[src/rtl/ab8016_arb_if.sv]
// ab8016_arb_if: two-requester access bus plus single-port RAM signals for ab8016_arb.
// The arbiter takes the slave side; requesters and the RAM sit on the master side.
interface ab8016_arb_if;
    logic        req0, req1, wr0, wr1;
    logic [7:0]  addr0, addr1;
    logic [15:0] wdata0, wdata1;
    logic        ack0, ack1, rvalid0, rvalid1;
    logic [15:0] rdata;
    logic        init_done;
    logic        ram_cen, ram_rw;
    logic [7:0]  ram_a;
    logic [15:0] ram_din, ram_dout;
    modport slave (
        input  req0, req1, wr0, wr1, addr0, addr1, wdata0, wdata1, ram_dout,
        output ack0, ack1, rvalid0, rvalid1, rdata, init_done, ram_cen, ram_rw, ram_a, ram_din
    );
    modport master (
        output req0, req1, wr0, wr1, addr0, addr1, wdata0, wdata1, ram_dout,
        input  ack0, ack1, rvalid0, rvalid1, rdata, init_done, ram_cen, ram_rw, ram_a, ram_din
    );
endinterface

[src/rtl/ab8016_arb.sv]
// ab8016_arb: clears a 256x16 RAM after reset, then arbitrates two requesters onto it
// round-robin, one access per cycle, with reads returning data two cycles after accept.
module ab8016_arb (
    input  logic        sys_clk,
    input  logic        resetl,
    ab8016_arb_if.slave bus
);
    typedef enum logic {INIT, RUN} state_t;
    state_t      state_q, state_d;
    logic [7:0]  cnt_q, cnt_d, ram_a_q, ram_a_d;
    logic [15:0] ram_din_q, ram_din_d;
    logic        init_done_q, init_done_d, ram_cen_q, ram_cen_d, ram_rw_q, ram_rw_d, last_q, last_d;
    logic [1:0]  pend_q, pend_d, rvalid_q, rvalid_d, ack;

    always_comb begin
        state_d     = state_q;
        cnt_d       = cnt_q;
        init_done_d = init_done_q;
        ram_cen_d   = 1'b1;
        ram_rw_d    = 1'b1;
        ram_a_d     = ram_a_q;
        ram_din_d   = ram_din_q;
        last_d      = last_q;
        pend_d      = 2'b00;
        rvalid_d    = pend_q;
        ack         = 2'b00;
        if (state_q == INIT) begin
            ram_cen_d = 1'b0;
            ram_rw_d  = 1'b0;
            ram_a_d   = cnt_q;
            ram_din_d = 16'h0000;
            cnt_d     = cnt_q + 8'd1;
            if (cnt_q == 8'hFF) begin
                state_d     = RUN;
                init_done_d = 1'b1;
            end
        end else begin
            // contention goes to whoever was not granted last
            ack[0] = resetl & bus.req0 & (~bus.req1 | last_q);
            ack[1] = resetl & bus.req1 & (~bus.req0 | ~last_q);
            if (|ack) begin
                ram_cen_d = 1'b0;
                ram_rw_d  = ack[1] ? ~bus.wr1 : ~bus.wr0;
                ram_a_d   = ack[1] ? bus.addr1 : bus.addr0;
                ram_din_d = ack[1] ? bus.wdata1 : bus.wdata0;
                last_d    = ack[1];
                pend_d    = ack & {~bus.wr1, ~bus.wr0};
            end
        end
    end

    always_ff @(posedge sys_clk) begin
        if (!resetl) begin
            state_q     <= INIT;
            cnt_q       <= 8'h00;
            init_done_q <= 1'b0;
            ram_cen_q   <= 1'b1;
            ram_rw_q    <= 1'b1;
            ram_a_q     <= 8'h00;
            ram_din_q   <= 16'h0000;
            last_q      <= 1'b1;
            pend_q      <= 2'b00;
            rvalid_q    <= 2'b00;
        end else begin
            state_q     <= state_d;
            cnt_q       <= cnt_d;
            init_done_q <= init_done_d;
            ram_cen_q   <= ram_cen_d;
            ram_rw_q    <= ram_rw_d;
            ram_a_q     <= ram_a_d;
            ram_din_q   <= ram_din_d;
            last_q      <= last_d;
            pend_q      <= pend_d;
            rvalid_q    <= rvalid_d;
        end
    end

    assign bus.ack0      = ack[0];
    assign bus.ack1      = ack[1];
    assign bus.rvalid0   = rvalid_q[0];
    assign bus.rvalid1   = rvalid_q[1];
    assign bus.rdata     = bus.ram_dout;
    assign bus.init_done = init_done_q;
    assign bus.ram_cen   = ram_cen_q;
    assign bus.ram_rw    = ram_rw_q;
    assign bus.ram_a     = ram_a_q;
    assign bus.ram_din   = ram_din_q;
endmodule

[src/flat_wrapper.sv]
// flat-port wrapper written by rule: the top's interface ports become plain ports
module ab8016_arb_flat 
  (sys_clk, resetl, bus_req0, bus_req1, bus_wr0, bus_wr1, bus_addr0, bus_addr1, bus_wdata0, bus_wdata1, bus_ram_dout, bus_ack0, bus_ack1, bus_rvalid0, bus_rvalid1, bus_rdata, bus_init_done, bus_ram_cen, bus_ram_rw, bus_ram_a, bus_ram_din);
  ab8016_arb_if bus_i ();
  input  logic sys_clk;
  input  logic resetl;
  input wire logic [$bits(bus_i.req0)-1:0] bus_req0;
  input wire logic [$bits(bus_i.req1)-1:0] bus_req1;
  input wire logic [$bits(bus_i.wr0)-1:0] bus_wr0;
  input wire logic [$bits(bus_i.wr1)-1:0] bus_wr1;
  input wire logic [$bits(bus_i.addr0)-1:0] bus_addr0;
  input wire logic [$bits(bus_i.addr1)-1:0] bus_addr1;
  input wire logic [$bits(bus_i.wdata0)-1:0] bus_wdata0;
  input wire logic [$bits(bus_i.wdata1)-1:0] bus_wdata1;
  input wire logic [$bits(bus_i.ram_dout)-1:0] bus_ram_dout;
  output wire logic [$bits(bus_i.ack0)-1:0] bus_ack0;
  output wire logic [$bits(bus_i.ack1)-1:0] bus_ack1;
  output wire logic [$bits(bus_i.rvalid0)-1:0] bus_rvalid0;
  output wire logic [$bits(bus_i.rvalid1)-1:0] bus_rvalid1;
  output wire logic [$bits(bus_i.rdata)-1:0] bus_rdata;
  output wire logic [$bits(bus_i.init_done)-1:0] bus_init_done;
  output wire logic [$bits(bus_i.ram_cen)-1:0] bus_ram_cen;
  output wire logic [$bits(bus_i.ram_rw)-1:0] bus_ram_rw;
  output wire logic [$bits(bus_i.ram_a)-1:0] bus_ram_a;
  output wire logic [$bits(bus_i.ram_din)-1:0] bus_ram_din;
  assign bus_i.req0 = bus_req0;
  assign bus_i.req1 = bus_req1;
  assign bus_i.wr0 = bus_wr0;
  assign bus_i.wr1 = bus_wr1;
  assign bus_i.addr0 = bus_addr0;
  assign bus_i.addr1 = bus_addr1;
  assign bus_i.wdata0 = bus_wdata0;
  assign bus_i.wdata1 = bus_wdata1;
  assign bus_i.ram_dout = bus_ram_dout;
  assign bus_ack0 = bus_i.ack0;
  assign bus_ack1 = bus_i.ack1;
  assign bus_rvalid0 = bus_i.rvalid0;
  assign bus_rvalid1 = bus_i.rvalid1;
  assign bus_rdata = bus_i.rdata;
  assign bus_init_done = bus_i.init_done;
  assign bus_ram_cen = bus_i.ram_cen;
  assign bus_ram_rw = bus_i.ram_rw;
  assign bus_ram_a = bus_i.ram_a;
  assign bus_ram_din = bus_i.ram_din;
  ab8016_arb u_core (.sys_clk(sys_clk), .resetl(resetl), .bus(bus_i));
endmodule
[config.mk]
export PLATFORM = sky130hd
export DESIGN_NAME = ab8016_arb_flat
export DESIGN_NICKNAME = d
export VERILOG_FILES = /design/src/rtl/ab8016_arb_if.sv /design/src/rtl/ab8016_arb.sv /design/src/flat_wrapper.sv
export SDC_FILE = /design/constraint.sdc
export NUM_CORES = 1
export LEC_CHECK = 0
export BUFFER_PORTS_ARGS = -buffer_cell sky130_fd_sc_hd__buf_2
export CORE_UTILIZATION = 40
export DETAILED_ROUTE_END_ITERATION = 7
export GPL_TIMING_DRIVEN = 0
export MAX_ROUTING_LAYER = met4
export PLACE_DENSITY = 0.85
export SLEW_MARGIN = 20
export SYNTH_ARGS = -nofsm -noshare
export SYNTH_HDL_FRONTEND = slang
export SYNTH_SLANG_ARGS = --single-unit
[constraint.sdc]
create_clock -name sys_clk -period 2.1 [get_ports sys_clk]
set_input_delay 0.42 -clock sys_clk [delete_from_list [all_inputs] [get_ports sys_clk]]
set_output_delay 0.42 -clock sys_clk [all_outputs]
set_load 0.005 [all_outputs]
==> run summary <==
status: finished with violations
failing checks: design-rule violations
routed vias: 1862
Syn Nets: 280
YS warnings: 0
biggest area consumer among synthesized cells: dfxtp_1
global placer's final weighted congestion: 0.864
clk_skew: 0.00347 ns
crit share post-route: 0.878
max frequency: 543 MHz
slowest CP cell: dfxtp_1
post-synthesis register bit count: 41
layout cells sized above 1: 0.433
nets: 385
Startpoint Class: register
Critical Path Fanout Max: 10
mapped cell area: 0.00190 sq mm
setup repair bufs after CTS: 0
pwr dens: 590 mW/mm^2
DIE HEIGHT: 71.0 um
critical path capture point type: primary output
most frequent cell after synthesis: dfxtp_1
Hold Path Depth: 2
Port Buffers: 98
hpwl dp: 3720 um
Max VDD drop: 377 uV
Synth area leaders: dfxtp_1 43%, mux2i_1 8.9%, a211oi_1 8.3%
drt wl/cell: 13.3 um
first-pass GRT wire length: 7580 um
# Max-Cap Violations: 0
Total GRT Usage: 0.200
FF-to-FF setup slack: 0.65 ns
Detailed Routing Iterations Pass 1: 8
wirelength, routed: 4860 um
Area growth, synth to finish: 33.8%
Setup violations, final: 0
number of synthesized flops with an enable pin: 0
drt initial violations: 125
clk slew on worst S/H paths: 0.07 ns
Finished Cell Area: 0.00254 sq mm
RSZ-0062 raised after global routing: false
Fin Setup TNS: 0 ns
Mean Syn Cell Area: 9.10 sq um
hold path startpoint: bus_wr0
Remaining Overflow, GRT: 0
CP top delay family: flip-flops
commonest cells in the netlist: 41 x dfxtp_1, 32 x nor2_1, 21 x a211oi_1, 18 x buf_4, 17 x mux2i_1
placed inst area: 0.00246 sq mm
Die Span X: 71.0 um
Synth cell types: 36
Resize count post-CTS: 0
Yosys top cell area share: 0.432
post-route ant nets: 0
R2R cell count: 4
clk_lat worst skew: 0.28 ns
FFs w/ async S/R, synth: 0
CTS tree: built
pin count of the biggest net entering global routing: 12
WP buf/inv: 2
critical path arrival: 1.42 ns
number of global-route vias before repair: 1628
core area: 0.00447 sq mm
final slew viol count: 0
H-tree Lvls: 2
die area: 0.00503 sq mm
residual DRC count: 7
crit path time final: 1.84 ns
Num CTS Buffers: 5
Worst Hold Class: input port to register
multi-input logic area: 861 sq um
final hold vios: 0
R2R Path End: u_core.cnt_q[1]
Reg2Reg Launch Point: u_core.state_q
IO Count: 117
Max transition margin: 0.684
Hold EP: u_core.pend_q[0]
Synth Flop Type: dfxtp_1
Max stage delay on crit path: 0.47 ns
Seq/Total Area, Yosys: 0.432
worst-path cell chain: nand2_1 -> clkbuf_1 -> nor2_1 -> buf_2
Via density: 5.09
Reg area: 821 sq um
Clock Tree Buf Depth: 2
root buffer cell: clkbuf_8
initial antenna violation count: 0
post-synthesis cell count: 209
Required @ worst endpoint: 1.68 ns
hold_buf cts: 0
Worst Tran Pin Value: 0.473 ns
# diodes: 0
LEAKAGE: 1.28 nW
type of the worst setup path: register to primary output
Starting Density: 0.425
Sink Count: 41
Fill cells: 423
num rows: 24
worst max path at each step:
stage / start / end / slack, ns / cells past startpoint
after detailed placement: resetl / bus_ack0 / 0.37 / 5
after global routing: u_core.state_q / bus_ack0 / 0.12 / 4
after floorplan: resetl / bus_ack0 / 0.66 / 4
after global placement: resetl / bus_ack0 / 0.34 / 5
after CTS: u_core.state_q / bus_ack0 / 0.22 / 4
final: u_core.state_q / bus_ack0 / 0.26 / 4
worst reg2reg max path, delay by kind of cell, from the launching register on:
kind | cells | cell delay, ns
buffers and inverters | 2 | 0.56
DFF | 1 | 0.47
muxes | 1 | 0.24
and+or+nand+nor | 1 | 0.06
state kept, by name, indices dropped and copies added, names as in the netlist:
name                  count
u_core.bus.ram_din       16
u_core.bus.ram_a          8
u_core.cnt_q              8
u_core.pend_q             2
u_core.rvalid_q           2
u_core.bus.init_done      1
u_core.bus.ram_cen        1
u_core.bus.ram_rw         1
u_core.last_q             1
u_core.state_q            1
cells by family (layout without fill, tap and decap cells):
| logic type | count (synthesis) | after routing | synth area share |
|---|---|---|---|
| buffers and inverters | 32 | 137 | 0.116 |
| XOR/XNOR | 4 | 4 | 0.0184 |
| adder cells (fa/ha/maj) | 1 | 1 | 0.00658 |
| AND/OR/NAND/NOR | 66 | 66 | 0.164 |
| multiplexers | 18 | 18 | 0.0954 |
| AO/OA/AOI/OAI | 47 | 47 | 0.168 |
| flip-flops | 41 | 41 | 0.432 |
through the flow:
step                      setup slack (ns)  power [mW]  hold slack [ns]   util  cells
after floorplan                      0.663       0.929            0.412      -    209
after global placement               0.345        1.02            0.416  0.549    359
after detailed placement             0.373        1.02            0.428  0.549    359
after CTS                            0.220        1.52            0.304  0.569    366
after global routing                 0.118        1.58            0.307  0.569    366
final                                0.257        1.50            0.314  0.569    366
layer usage:
layer | part of all wire | up-vias | track usage
met4 | 0.015 | 0 | 0.0711
li1 | - | 940 | -
met3 | 0.065 | 7 | 0.0328
met2 | 0.49 | 82 | 0.327
met1 | 0.43 | 833 | 0.249
met5 | 0 | - | -
cells in the final DEF (no fill, tap or decap), types with 2 or more instances in the layout:
cell,n
nor3_1,6
nand4_1,3
a21oi_1,5
o221ai_1,3
buf_2,103
mux2i_1,17
o22ai_1,10
clkbuf_1,3
nand2b_1,6
nor2_1,32
xor2_1,3
nand2_1,6
or3_1,3
buf_4,18
dfxtp_1,41
clkbuf_8,6
o21ai_0,4
nand3_1,3
a211oi_1,21
buf_6,2
inv_2,2
and2_1,2
report_power, final:
group | switching [mW] | leakage (nW) | total (mW) | internal (mW)
clock network | 0.239 | 0.0443 | 0.500 | 0.261
logic | 0.0940 | 0.903 | 0.205 | 0.111
registers | 0.00834 | 0.332 | 0.796 | 0.788
total | 0.342 | 1.28 | 1.50 | 1.16
final cells by class:
class | count | share of cell area
flip-flops and latches | 41 | 0.323
clock buffers | 7 | 0.0339
multi-input cells | 136 | 0.338
plain buffers | 29 | 0.0821
inverters | 3 | 0.00443
well taps | 52 | 0.0256
repair buffers | 98 | 0.193
No activity file was read; power rests on OpenSTA's default activity.
